## config.mk

```make
export PLATFORM = sky130hd
export DESIGN_NAME = data_mem_unit
export DESIGN_NICKNAME = d
export VERILOG_FILES = /design/src/rtl/data_mem_unit_pkg.sv /design/src/rtl/data_mem_unit_in_sync_detect.sv /design/src/rtl/data_mem_unit.sv
export SDC_FILE = /design/constraint.sdc
export NUM_CORES = 1
export LEC_CHECK = 0
export ABC_AREA = 1
export CAP_MARGIN = 30
export CORE_UTILIZATION = 45
export CTS_CLUSTER_DIAMETER = 50
export DETAILED_ROUTE_END_ITERATION = 7
export HOLD_SLACK_MARGIN = 0.03
export PLACE_DENSITY_LB_ADDON = 0.08
export REMOVE_ABC_BUFFERS = 1
export SLEW_MARGIN = 25
export SYNTH_ARGS = -nofsm -noshare
export SYNTH_HDL_FRONTEND = slang
export SYNTH_SLANG_ARGS = --single-unit
```

## constraint.sdc

```tcl
create_clock -name Clk -period 3.5 [get_ports Clk]
set_input_delay 0.35 -clock Clk [delete_from_list [all_inputs] [get_ports Clk]]
set_output_delay 0.35 -clock Clk [all_outputs]
set_load 0.02 [all_outputs]
```

## src/rtl/data_mem_unit_pkg.sv

```systemverilog
// Shared constants for the data-memory stage: the memory-mapped I/O page
// addresses, STATUS bit positions and the default RAM depth.
package data_mem_unit_pkg;

    localparam int DEFAULT_DEPTH = 64;

    localparam logic [7:0] ADDR_CYCLE   = 8'hFC;
    localparam logic [7:0] ADDR_STATUS  = 8'hFD;
    localparam logic [7:0] ADDR_PORTIN  = 8'hFE;
    localparam logic [7:0] ADDR_PORTOUT = 8'hFF;

    localparam int STATUS_IN_CHANGED_BIT = 0;
    localparam int STATUS_FAULT_BIT      = 1;

endpackage

```

## src/rtl/data_mem_unit_in_sync_detect.sv

```systemverilog
// PortIn synchronizer chain plus change detection; in_changed stays set
// until software reads the PORTIN location.
module in_sync_detect #(
    parameter int SYNC_STAGES = 2
) (
    input  logic       Clk,
    input  logic       Reset,
    input  logic [7:0] PortIn,
    input  logic       clr,
    output logic [7:0] sync_out,
    output logic       in_changed
);

    logic [7:0] sync_chain [SYNC_STAGES];
    logic [7:0] prev_sample;

    // A new change arriving in the same cycle as the clearing read must win,
    // otherwise software could silently miss an input transition.
    always_ff @(posedge Clk) begin
        if (!Reset) begin
            for (int i = 0; i < SYNC_STAGES; i++) begin
                sync_chain[i] <= '0;
            end
            prev_sample <= '0;
            in_changed  <= 1'b0;
        end else begin
            sync_chain[0] <= PortIn;
            for (int i = 1; i < SYNC_STAGES; i++) begin
                sync_chain[i] <= sync_chain[i-1];
            end
            prev_sample <= sync_chain[SYNC_STAGES-1];
            if (sync_chain[SYNC_STAGES-1] != prev_sample) begin
                in_changed <= 1'b1;
            end else if (clr) begin
                in_changed <= 1'b0;
            end
        end
    end

    assign sync_out = sync_chain[SYNC_STAGES-1];

endmodule

```

## src/rtl/data_mem_unit.sv

```systemverilog
// Data-memory stage: zero-latency load path over a small RAM plus an I/O page
// (cycle counter, status/fault, synchronized input port, output port).
module data_mem_unit
    import data_mem_unit_pkg::*;
#(
    parameter int DEPTH       = DEFAULT_DEPTH,
    parameter int DATA_W      = 8,
    parameter int SYNC_STAGES = 2
) (
    input  logic              Clk,
    input  logic              Reset,
    input  logic [7:0]        Address,
    input  logic [DATA_W-1:0] WriteData,
    input  logic              MemWrite,
    input  logic              MemRead,
    output logic [DATA_W-1:0] RAMResult,
    input  logic [DATA_W-1:0] PortIn,
    output logic [DATA_W-1:0] PortOut,
    output logic              Fault
);

    localparam int AW = (DEPTH > 1) ? $clog2(DEPTH) : 1;

    logic [DATA_W-1:0] mem [DEPTH];
    logic [7:0]        cycle_cnt;
    logic [DATA_W-1:0] port_out_q;
    logic              fault_q;

    logic              is_ram;
    logic              mapped;
    logic [AW-1:0]     ram_idx;
    logic              fault_set;
    logic              fault_clr;
    logic              in_clr;
    logic [7:0]        sync_out;
    logic              in_changed;
    logic [DATA_W-1:0] status_word;

    // Address decode; the RAM index is forced to 0 off-range so the array
    // is never addressed beyond DEPTH-1.
    always_comb begin
        is_ram    = ({1'b0, Address} < 9'(DEPTH));
        mapped    = is_ram || (Address >= ADDR_CYCLE);
        ram_idx   = is_ram ? Address[AW-1:0] : '0;
        fault_set = ((MemRead || MemWrite) && !mapped) || (MemRead && MemWrite);
        fault_clr = MemWrite && (Address == ADDR_STATUS);
        in_clr    = MemRead && (Address == ADDR_PORTIN);
    end

    always_comb begin
        status_word                        = '0;
        status_word[STATUS_FAULT_BIT]      = fault_q;
        status_word[STATUS_IN_CHANGED_BIT] = in_changed;
    end

    in_sync_detect #(
        .SYNC_STAGES(SYNC_STAGES)
    ) u_in_sync (
        .Clk       (Clk),
        .Reset     (Reset),
        .PortIn    (PortIn),
        .clr       (in_clr),
        .sync_out  (sync_out),
        .in_changed(in_changed)
    );

    // Loads read current state only, so a simultaneous store shows the old value.
    always_comb begin
        RAMResult = '0;
        if (MemRead) begin
            case (Address)
                ADDR_CYCLE:   RAMResult = cycle_cnt;
                ADDR_STATUS:  RAMResult = status_word;
                ADDR_PORTIN:  RAMResult = sync_out;
                ADDR_PORTOUT: RAMResult = port_out_q;
                default: begin
                    if (is_ram) begin
                        RAMResult = mem[ram_idx];
                    end
                end
            endcase
        end
    end

    always_ff @(posedge Clk) begin
        if (!Reset) begin
            for (int i = 0; i < DEPTH; i++) begin
                mem[i] <= '0;
            end
        end else if (MemWrite && is_ram) begin
            mem[ram_idx] <= WriteData;
        end
    end

    // A fault raised in the same cycle as the STATUS-write clear must stick.
    always_ff @(posedge Clk) begin
        if (!Reset) begin
            cycle_cnt  <= '0;
            port_out_q <= '0;
            fault_q    <= 1'b0;
        end else begin
            cycle_cnt <= cycle_cnt + 8'd1;
            if (MemWrite && (Address == ADDR_PORTOUT)) begin
                port_out_q <= WriteData;
            end
            if (fault_set) begin
                fault_q <= 1'b1;
            end else if (fault_clr) begin
                fault_q <= 1'b0;
            end
        end
    end

    assign PortOut = port_out_q;
    assign Fault   = fault_q;

endmodule

```

==> results of run 1 <==
-- cells by family (layout without fill, tap and decap cells) --
kind of cell               after synthesis  in the layout  share of synthesized area
and+or+nand+nor                       1947           1947                     0.3051
DFF                                    554            554                     0.6020
buffers and inverters                  468            669                    0.06833
AOI/OAI and AO/OA                      117            117                    0.02346
xor gates and xnor gates                 2              2                  0.0006504
adders and majority gates                1              1                  0.0004644
-- placed cells by master (no fill, tap or decap), drive strengths merged --
master / n
a21oi: 30
a221oi: 4
a31oi: 2
buf: 200
bufbuf: 1
bufinv: 7
clkbuf: 95
clkdlybuf4s15: 1
clkdlybuf4s50: 34
clkinv: 23
clkinvlp: 2
dfxtp: 42
edfxtp: 512
ha: 1
inv: 306
nand2: 1062
nand3: 145
nand3b: 126
nand4: 5
nor2: 590
nor3: 10
nor4: 3
o211ai: 3
o21ai: 73
o221ai: 4
o31ai: 1
or2: 6
xnor2: 2
-- final cells by class --
type | instances | area [um^2] | share of cell area
inverter | 298 | 1119 | 0.03497
clock inverter | 40 | 439.2 | 0.01373
tap | 773 | 967.2 | 0.03024
multi-input combinational | 2067 | 8942 | 0.2796
sequential | 554 | 16220 | 0.5069
timing repair buffer | 243 | 2369 | 0.07405
clock buffer | 88 | 1936 | 0.06051
-- routing by layer --
metal / part of all wire / vias up
met5: 0 / -
met3: 0.069 / 167
li1: - / 10171
met4: 0.036 / 0
met1: 0.43 / 10404
met2: 0.47 / 824
-- synthesized netlist by cell type --
| master | count |
|---|---|
| inv_2 | 12 |
| nor3_2 | 1 |
| nand2_2 | 49 |
| nor4_1 | 3 |
| nor2_2 | 10 |
| nand3_1 | 145 |
| o211ai_1 | 3 |
| inv_1 | 284 |
| buf_6 | 1 |
| or2_2 | 6 |
| nor2_4 | 3 |
| a221oi_1 | 4 |
| buf_2 | 49 |
| o31ai_1 | 1 |
| edfxtp_1 | 512 |
| dfxtp_1 | 42 |
| buf_1 | 8 |
| clkinv_1 | 2 |
| nand2_1 | 1013 |
| a31oi_1 | 2 |
| a21oi_1 | 30 |
| buf_4 | 4 |
| o221ai_1 | 4 |
| nor3_1 | 6 |
| o21ai_2 | 1 |
| nor2_1 | 577 |
| o21ai_0 | 72 |
| nor3_4 | 3 |
| nand3b_1 | 126 |
| xnor2_1 | 2 |
| nand4_1 | 5 |
| clkbuf_1 | 108 |
| ha_1 | 1 |
-- power by group --
part           internal [W]  leakage, nW  switching (W)
Combinational      0.000417         7.93       0.000947
Clock               0.00449         1.17        0.00291
Sequential          0.00754         5.20      0.0000962
Total                0.0124         14.3        0.00395
-- through the flow --
stage,area (um^2),hold WS (ps),TNS [ps],cells
after floorplan,26220,390.0,-2351540,2919
after global placement,29550,403.4,-1573,3933
after detailed placement,29550,403.9,-1872,3933
after CTS,32010,253.5,0,4063
after global routing,31990,272.8,0,4063
final,31990,274.9,0,4063
-- worst max-delay path, stage by stage --
cell and delay, ps:
clkdlybuf4s50_1 550, nor2_4 60, buf_12 140, buf_4 160
nand2_2 150, inv_1 130, buf_4 250, nand2_1 100
nand2_1 130, nand2_1 130, nand2_1 60, nor2_1 220
nand3_1 180, a21oi_1 170, clkdlybuf4s15_1 320
-- flip-flops by register name (all words and copies together), names as in the netlist --
name / cells
cycle_cnt: 8
u_in_sync.sync_chain: 16
Fault: 1
PortOut: 8
u_in_sync.in_changed: 1
mem: 512
u_in_sync.prev_sample: 8
-- worst max path at each step --
stage,endpoint,slack (ps),depth (start not counted)
3_5_place_dp,RAMResult[1],-300,17
2_1_floorplan,mem[57][0],-6360,7
5_1_grt,RAMResult[6],8,17
3_3_place_gp,RAMResult[0],-280,17
4_1_cts,RAMResult[0],10,18
6_report,RAMResult[6],50,15
-- timing repair --
action	in CTS	in global routing
pin swaps	1	0
gates resized for setup	15	16
endpoints found under the setup margin	8	8
buffers inserted	1	0
hold buffers	0	0
gates cloned	1	0
==> impl_metrics.py, run 1 <==
metrics = {
    "run_status": {
        "status": "finished clean",
    },
    "sta": {
        "rsz0062_at_grt": "no",
        "hold_violations": 0,
        "fin_crit_sh": 0.9857,
        "slew_headroom": 0.4924,
        "post-route-min-period_ps": 3450,
        "slew_viol_final": 0,
        "worst_slack_ps": 50.21,
        "final-setup-viol-count": 0,
        "tightest_slew_ps": 761.4,
        "skew_ps": 14.27,
        "fmax_ghz": 0.2899,
    },
    "route": {
        "first_pass_iters": 5,
        "route.detailed.drc": 0,
        "wl_mm": 83.52,
        "drt_iter0_markers": 1978,
        "viasPerCell": 5.308,
        "antenna_left": 0,
        "route.vias.total": 21566,
        "wl_per_cell_um": 20.56,
    },
    "floorplan": {
        "die_w_um": 246.7,
        "core_area_um2": 59130,
        "ios": 45,
        "start_util": 0.4556,
        "die_h_um": 246.7,
        "fp-row-count": 89,
        "dieArea_um2": 60840,
    },
    "grt": {
        "grt.total_usage": 0.2801,
        "grtUsageMet2": 0.4595,
        "gr-usage-met3": 0.03896,
        "grt_pass1_vias": 21268,
        "antenna_found_initial": 0,
        "grt_pass1_wl_mm": 126.9,
        "grt_max_degree": 102,
        "grt_remaining_overflow": 0,
        "use_met1": 0.3790,
        "grt-busiest-layer": "met2",
    },
    "final_layout": {
        "syn_to_final_growth_pct": 18.75,
        "fillCellCount": 5447,
        "drive_gt1_frac": 0.1258,
        "final_nets": 3265,
        "post-route-util": 0.5410,
        "n_antenna_cell": 0,
    },
    "pwr": {
        "p_per_area_nw_per_um2": 512.5,
        "power.total_w": 0.01639,
        "peakVddDrop_mv": 0.3955,
        "power_leakage_nw": 14.30,
    },
    "critical_path": {
        "worst-setup-path-type": "input pin to output port",
        "reg2regPathDepth": 5,
        "critPathLaunchType": "input pin",
        "path_max_fanout": 17,
        "worstReg2RegStart": "u_in_sync.sync_chain[0][15]",
        "r2r_setup_slack_ps": 2190,
        "cp-end-kind": "output port",
        "required_ps": 3150,
        "crit_start": "Address[6]",
        "crit_arrival_ps": 3100,
        "r2r-end": "u_in_sync.in_changed",
    },
    "clock_tree": {
        "clock_sinks": 554,
        "cts_buffers": 72,
        "ctsLongestPathBuffers": 3,
        "insertion_delay_ps": 610,
        "htreeDepth": 3,
        "clkTransAtPathRegs_ps": 60,
        "cts.root.buffer_cell": "clkbuf_16",
        "cts_tree": "done",
    },
    "place": {
        "hpwl_mm": 55.41,
        "place_ws_ps": -297.1,
        "portBuffers": 44,
        "place.gp.congestion": 0.9667,
    },
    "worst_hold_path": {
        "hp-start": "PortIn[3]",
        "holdPathStages": 3,
        "min_to": "u_in_sync.sync_chain[0][3]",
        "hp-class": "input pin to flip-flop",
    },
    "synth": {
        "ys.warnings.count": 0,
        "ys_seq_area_frac": 0.6020,
        "synthTopCellsByArea": "edfxtp_1, nand2_1, nor2_1",
        "syn_area_per_cell_um2": 8.720,
        "postSynthCellCount": 3089,
        "synth.distinct_cells": 33,
        "synth_area_um2": 26940,
        "synth_top_area_cell": "edfxtp_1",
        "ys_seq_elements": 554,
        "netlist.area_leader.share": 0.5708,
    },
    "job": {
        "max_cap_viol_count": 0,
    },
}
(Power assumes the default switching activity.)
==> inputs of run 2 (changes only) <==
--- a/config.mk
+++ b/config.mk
@@ -7,7 +7,9 @@
 export LEC_CHECK = 0
 export ABC_AREA = 1
 export CAP_MARGIN = 30
+export CORE_MARGIN = 3
 export CORE_UTILIZATION = 45
+export CTS_BUF_LIST = sky130_fd_sc_hd__clkbuf_4 sky130_fd_sc_hd__clkbuf_8
 export CTS_CLUSTER_DIAMETER = 50
 export DETAILED_ROUTE_END_ITERATION = 7
 export HOLD_SLACK_MARGIN = 0.03
==> impl_metrics.py, run 2 (same netlist as run 1, synthesis figures left out) <==
metrics = {
    "run_status": {
        "status": "finished clean",
    },
    "critical_path": {
        "slowest_stage": "clkdlybuf4s50_1",
        "cp-end-kind": "output port",
        "required_ps": 3150,
        "critPathLaunchType": "input pin",
        "worst-setup-path-type": "input pin to output port",
        "max_stage_delay_ps": 520,
        "cpLargestDelayFamily": "buffers and inverters",
        "critical_path.most_common_cell": "nand2_1",
        "cp_cell_sequence": "clkdlybuf4s50_1 > nor2_4 > buf_12 > buf_12 > nand2_4 > inv_2 > bufbuf_16 > nand2_1 > nand2_1 > nand2_1 > nand2_1 > nand2_1 > nand2_1 > nor2_4 > nand3_2 > a21oi_2 > clkdlybuf4s15_2",
        "path_max_fanout": 24,
        "critPathBufInv": 6,
        "crit_arrival_ps": 3080,
    },
    "sta": {
        "final-setup-viol-count": 0,
        "skew_ps": 7.373,
        "fin_crit_sh": 0.9794,
        "fmax_ghz": 0.2917,
        "rsz0062_at_grt": "no",
        "hold_violations": 0,
        "post-route-min-period_ps": 3428,
        "tightest_slew_ps": 736.9,
        "slew_headroom": 0.5087,
        "slew_viol_final": 0,
    },
    "route": {
        "antenna_left": 0,
        "route.vias.total": 21628,
        "first_pass_iters": 5,
        "drt_iter0_markers": 1997,
        "wl_mm": 84.15,
        "route.detailed.drc": 0,
        "viasPerCell": 5.271,
        "wl_per_cell_um": 20.51,
    },
    "floorplan": {
        "die_w_um": 250.7,
        "die_h_um": 250.7,
        "ios": 45,
        "core_area_um2": 59130,
        "fp-row-count": 89,
        "dieArea_um2": 62830,
        "start_util": 0.4556,
    },
    "clock_tree": {
        "clock_sinks": 554,
        "cts.root.buffer_cell": "clkbuf_8",
        "htreeDepth": 3,
        "cts_tree": "done",
        "ctsLongestPathBuffers": 3,
        "clkTransAtPathRegs_ps": 60,
        "cts_buffers": 97,
        "cts_hold_buf": 0,
        "insertion_delay_ps": 690,
    },
    "pwr": {
        "power.total_w": 0.01505,
        "peakVddDrop_mv": 0.3460,
        "power_leakage_nw": 14.14,
        "p_per_area_nw_per_um2": 476.7,
    },
    "final_layout": {
        "top_regs": "mem x512, u_in_sync.sync_chain x16",
        "fin_area_um2": 31570,
        "top_register": "mem",
        "post-route-util": 0.5340,
        "drive_gt1_frac": 0.1370,
        "final_nets": 3280,
        "syn_to_final_growth_pct": 17.21,
        "largest_register_ffs": 512,
        "layout_commonest_cell": "nand2_1",
        "finalNonFillerCells": 4103,
        "layout_common_cells": "nand2_1, nor2_1, edfxtp_1",
    },
    "job": {
        "max_cap_viol_count": 0,
    },
    "grt": {
        "grt_pass1_vias": 21369,
        "grt_max_degree": 102,
        "grt-busiest-layer": "met2",
        "grt_remaining_overflow": 0,
        "grt.total_usage": 0.2686,
        "antenna_found_initial": 1,
        "grt_pass1_wl_mm": 127.8,
        "gr-usage-met3": 0.03644,
        "grtUsageMet2": 0.4317,
        "use_met1": 0.3698,
    },
    "place": {
        "place_area_um2": 29530,
        "hpwl_mm": 55.08,
        "dp.cells": 3921,
        "portBuffers": 44,
        "place.gp.congestion": 0.9448,
    },
    "worst_hold_path": {
        "hp-class": "input pin to flip-flop",
    },
}
## run 2: cell count changes in the layout (fill, tap and decap cells not counted), moves of 3 or more
cell and change:
bufinv_16 -5, clkinv_1 +14, clkinv_2 -6, clkinv_4 -3
buf_12 +6, inv_6 -4, clkbuf_8 +103, buf_4 -17
clkbuf_4 +41, clkbuf_1 -12, clkbuf_16 -75
## run 2: path summary, 6_finish.rpt
check | depth (start not counted) | endpoint | startpoint | slack (ps)
worst max-delay path | 17 | RAMResult[3] | Address[7] | 70
worst min-delay path | 3 | u_in_sync.sync_chain[0][4] | PortIn[4] | 190
worst max register to register | 5 | u_in_sync.in_changed | u_in_sync.sync_chain[0][15] | 2110
worst min register to register | 2 | u_in_sync.sync_chain[0][13] | u_in_sync.sync_chain[0][5] | 410
## run 2: cell type report
cell class,instances,area [um^2]
antenna,1,2.502
clock buffer,145,1739
clock inverter,32,210.2
fill,5578,27560
inverter,298,1119
multi-input combinational,2067,8954
sequential,554,16220
tap,773,967.2
timing repair buffer,233,2366
## run 2: where the power goes
group          leakage [nW]  total (W)  internal, W  switching [W]
registers              5.20    0.00763      0.00754      0.0000933
clock network          1.03    0.00605      0.00332        0.00273
logic                  7.91    0.00137     0.000416       0.000956
## run 2: tightest hold or removal path, cell delays in order
cell and delay (ps):
clkdlybuf4s50_1 400, nand2_1 60, inv_1 30
## run 2: layer usage
layer / wire (um) / up-vias
met4: 3090 / 0
met3: 6004 / 168
li1: - / 10201
met2: 38960 / 838
met5: 0 / -
met1: 36090 / 10421
## run 2: stage by stage
| stage | worst slack, ps | hold slack, ps | TNS (ps) |
|---|---|---|---|
| 2_1_floorplan | -6357 | 390.0 | -2351540 |
| 3_3_place_gp | -347.7 | 398.7 | -2463 |
| 3_5_place_dp | -361.9 | 398.5 | -2729 |
| 4_1_cts | 1.838 | 132.4 | 0 |
| 5_1_grt | 4.018 | 178.0 | 0 |
| 6_report | 71.96 | 194.7 | 0 |
## run 2: repair_timing
| item | in CTS | in global routing |
|---|---|---|
| setup buffers | 2 | 1 |
| gates resized for setup | 18 | 21 |
| setup endpoints to repair | 8 | 8 |
| pin swaps | 1 | 1 |
| gates cloned | 1 | 0 |
==> inputs of run 3 (changes only) <==
--- a/config.mk
+++ b/config.mk
@@ -7,7 +7,7 @@
 export LEC_CHECK = 0
 export ABC_AREA = 1
 export CAP_MARGIN = 30
-export CORE_MARGIN = 3
+export CORE_MARGIN = 2
 export CORE_UTILIZATION = 45
 export CTS_BUF_LIST = sky130_fd_sc_hd__clkbuf_4 sky130_fd_sc_hd__clkbuf_8
 export CTS_CLUSTER_DIAMETER = 50
==> impl_metrics.py, run 3 (same netlist as run 1, synthesis figures left out) <==
metrics = {
    "critical_path": {
        "max_stage_delay_ps": 560,
        "required_ps": 3150,
        "critPathLaunchType": "input pin",
        "r2r-end": "u_in_sync.in_changed",
        "crit_arrival_ps": 3010,
        "slowest_stage": "clkdlybuf4s50_1",
        "critPathBufInv": 7,
        "cpLargestDelayFamily": "buffers and inverters",
        "cp-end-kind": "output port",
        "worstReg2RegStart": "u_in_sync.sync_chain[0][15]",
        "path_max_fanout": 17,
        "reg2regPathDepth": 5,
        "r2r_setup_slack_ps": 2160,
        "path_depth": 16,
        "crit_start": "Address[6]",
        "worst-setup-path-type": "input pin to output port",
        "cp_cell_sequence": "clkdlybuf4s50_1 > nor2_4 > buf_12 > buf_4 > nand2_2 > inv_1 > buf_12 > buf_4 > nand2_1 > nand2_1 > nand2_1 > nand2_1 > nor2_1 > nand3_1 > a21oi_1 > clkdlybuf4s15_1",
        "endpoint": "RAMResult[3]",
        "critical_path.most_common_cell": "nand2_1",
    },
    "place": {
        "place.gp.congestion": 0.9670,
        "portBuffers": 44,
        "hpwl_mm": 55.67,
    },
    "route": {
        "route.detailed.drc": 0,
        "viasPerCell": 5.305,
        "antenna_left": 0,
        "wl_mm": 83.85,
        "wl_per_cell_um": 20.54,
        "drt_iter0_markers": 1894,
        "first_pass_iters": 7,
        "route.vias.total": 21656,
    },
    "run_status": {
        "status": "finished clean",
    },
    "sta": {
        "slew_viol_final": 0,
        "slew_headroom": 0.4379,
        "post-route-min-period_ps": 3364,
        "rsz0062_at_grt": "no",
        "final-setup-viol-count": 0,
        "skew_ps": 18.39,
        "tns_ps": 0,
        "tightest_slew_ps": 843.2,
        "fin_crit_sh": 0.9612,
        "holdWs_ps": 189.9,
        "hold_violations": 0,
        "fmax_ghz": 0.2973,
    },
    "clock_tree": {
        "cts_tree": "done",
        "ctsLongestPathBuffers": 3,
        "cts.root.buffer_cell": "clkbuf_8",
        "htreeDepth": 3,
        "clock_sinks": 554,
        "insertion_delay_ps": 700,
        "cts_buffers": 95,
        "clkTransAtPathRegs_ps": 60,
        "cts_hold_buf": 0,
    },
    "final_layout": {
        "drive_gt1_frac": 0.1294,
        "post-route-util": 0.5303,
        "layout_commonest_cell": "nand2_1",
        "syn_to_final_growth_pct": 16.41,
        "top_regs": "mem x512, u_in_sync.sync_chain x16",
        "largest_register_ffs": 512,
        "fillCellCount": 5557,
        "top_register": "mem",
        "layout_common_cells": "nand2_1, nor2_1, edfxtp_1",
        "final_nets": 3265,
    },
    "pwr": {
        "power.total_w": 0.01478,
        "p_per_area_nw_per_um2": 471.4,
        "power_leakage_nw": 14.03,
        "peakVddDrop_mv": 0.2960,
    },
    "job": {
        "max_cap_viol_count": 0,
    },
    "grt": {
        "grt_max_degree": 102,
        "grt_pass1_wl_mm": 127.0,
        "antenna_found_initial": 2,
        "grt_remaining_overflow": 0,
        "grt.total_usage": 0.2703,
        "grt_pass1_vias": 21173,
    },
    "floorplan": {
        "fp-row-count": 89,
        "die_w_um": 248.7,
        "core_area_um2": 59130,
        "dieArea_um2": 61830,
        "ios": 45,
        "die_h_um": 248.7,
        "start_util": 0.4556,
    },
    "worst_hold_path": {
        "hp-class": "input pin to flip-flop",
    },
}
-- run 3: changes by cell type in the layout (fill, tap and decap cells not counted), moves of 2 or more --
cell / change
nor2_2: +2
clkdlybuf4s15_1: +2
a21oi_2: -2
clkbuf_8: -6
buf_4: -12
clkinv_1: -2
clkinv_2: +5
clkbuf_16: +2
clkdlybuf4s15_2: -2
clkinvlp_4: +2
clkbuf_4: -7
a21oi_1: +2
nand2_2: -2
nand2_1: +2
-- run 3: metal layers --
layer / routed length (um) / track usage / part of all wire
met1: 35090 / 0.3596 / 0.42
met4: 2558 / 0.1006 / 0.031
met2: 40320 / 0.4498 / 0.48
met5: 0 / 0 / 0
met3: 5879 / 0.04020 / 0.070
-- run 3: area by class of cell --
| cell class | instances | area [um^2] | area share |
|---|---|---|---|
| inverters | 298 | 1119 | 0.03567 |
| well taps | 773 | 967.2 | 0.03084 |
| clock inverters | 36 | 234.0 | 0.007461 |
| clock buffers | 132 | 1604 | 0.05115 |
| repair buffers | 220 | 2265 | 0.07222 |
| flip-flops and latches | 554 | 16220 | 0.5171 |
| diodes | 2 | 5.005 | 0.0001596 |
| multi-input cells | 2067 | 8949 | 0.2854 |
-- run 3: worst min-delay path, delay by kind of cell --
| kind | cells | cell delay, ps |
|---|---|---|
| and+or+nand+nor | 1 | 60 |
| buffers and inverters | 2 | 420 |
-- run 3: worst min-delay path by stage --
| stage | startpoint | end | slack, ps | cells past startpoint |
|---|---|---|---|---|
| floorplan | u_in_sync.sync_chain[0][2] | u_in_sync.sync_chain[0][10] | 390 | 2 |
| global route | PortIn[3] | u_in_sync.sync_chain[0][3] | 180 | 3 |
| global placement | u_in_sync.sync_chain[0][4] | u_in_sync.sync_chain[0][12] | 400 | 2 |
| CTS | PortIn[4] | u_in_sync.sync_chain[0][4] | 130 | 3 |
| finish | PortIn[4] | u_in_sync.sync_chain[0][4] | 190 | 3 |
| detailed placement | u_in_sync.sync_chain[0][6] | u_in_sync.sync_chain[0][14] | 410 | 2 |
-- run 3: timing repair --
action                                  in CTS  in global routing
pin swaps                                    0                  0
setup buffers                                0                  0
resized for setup                           11                 18
cloned                                       0                  2
endpoints found under the setup margin       8                  8
-- run 3: metrics by stage --
step,area (um^2),setup WS [ps],instances
finish,31360,135.9,4082
global route,31360,11.89,4082
CTS,31290,-117.7,4078
detailed placement,29440,-280.4,3910
global placement,29440,-265.3,3910
floorplan,26220,-6357,2919
-- run 3: where the power goes --
part | switching, W | internal, W | leakage, nW
registers | 0.0000919 | 0.00754 | 5.20
clock network | 0.00268 | 0.00310 | 0.970
logic | 0.000954 | 0.000416 | 7.85
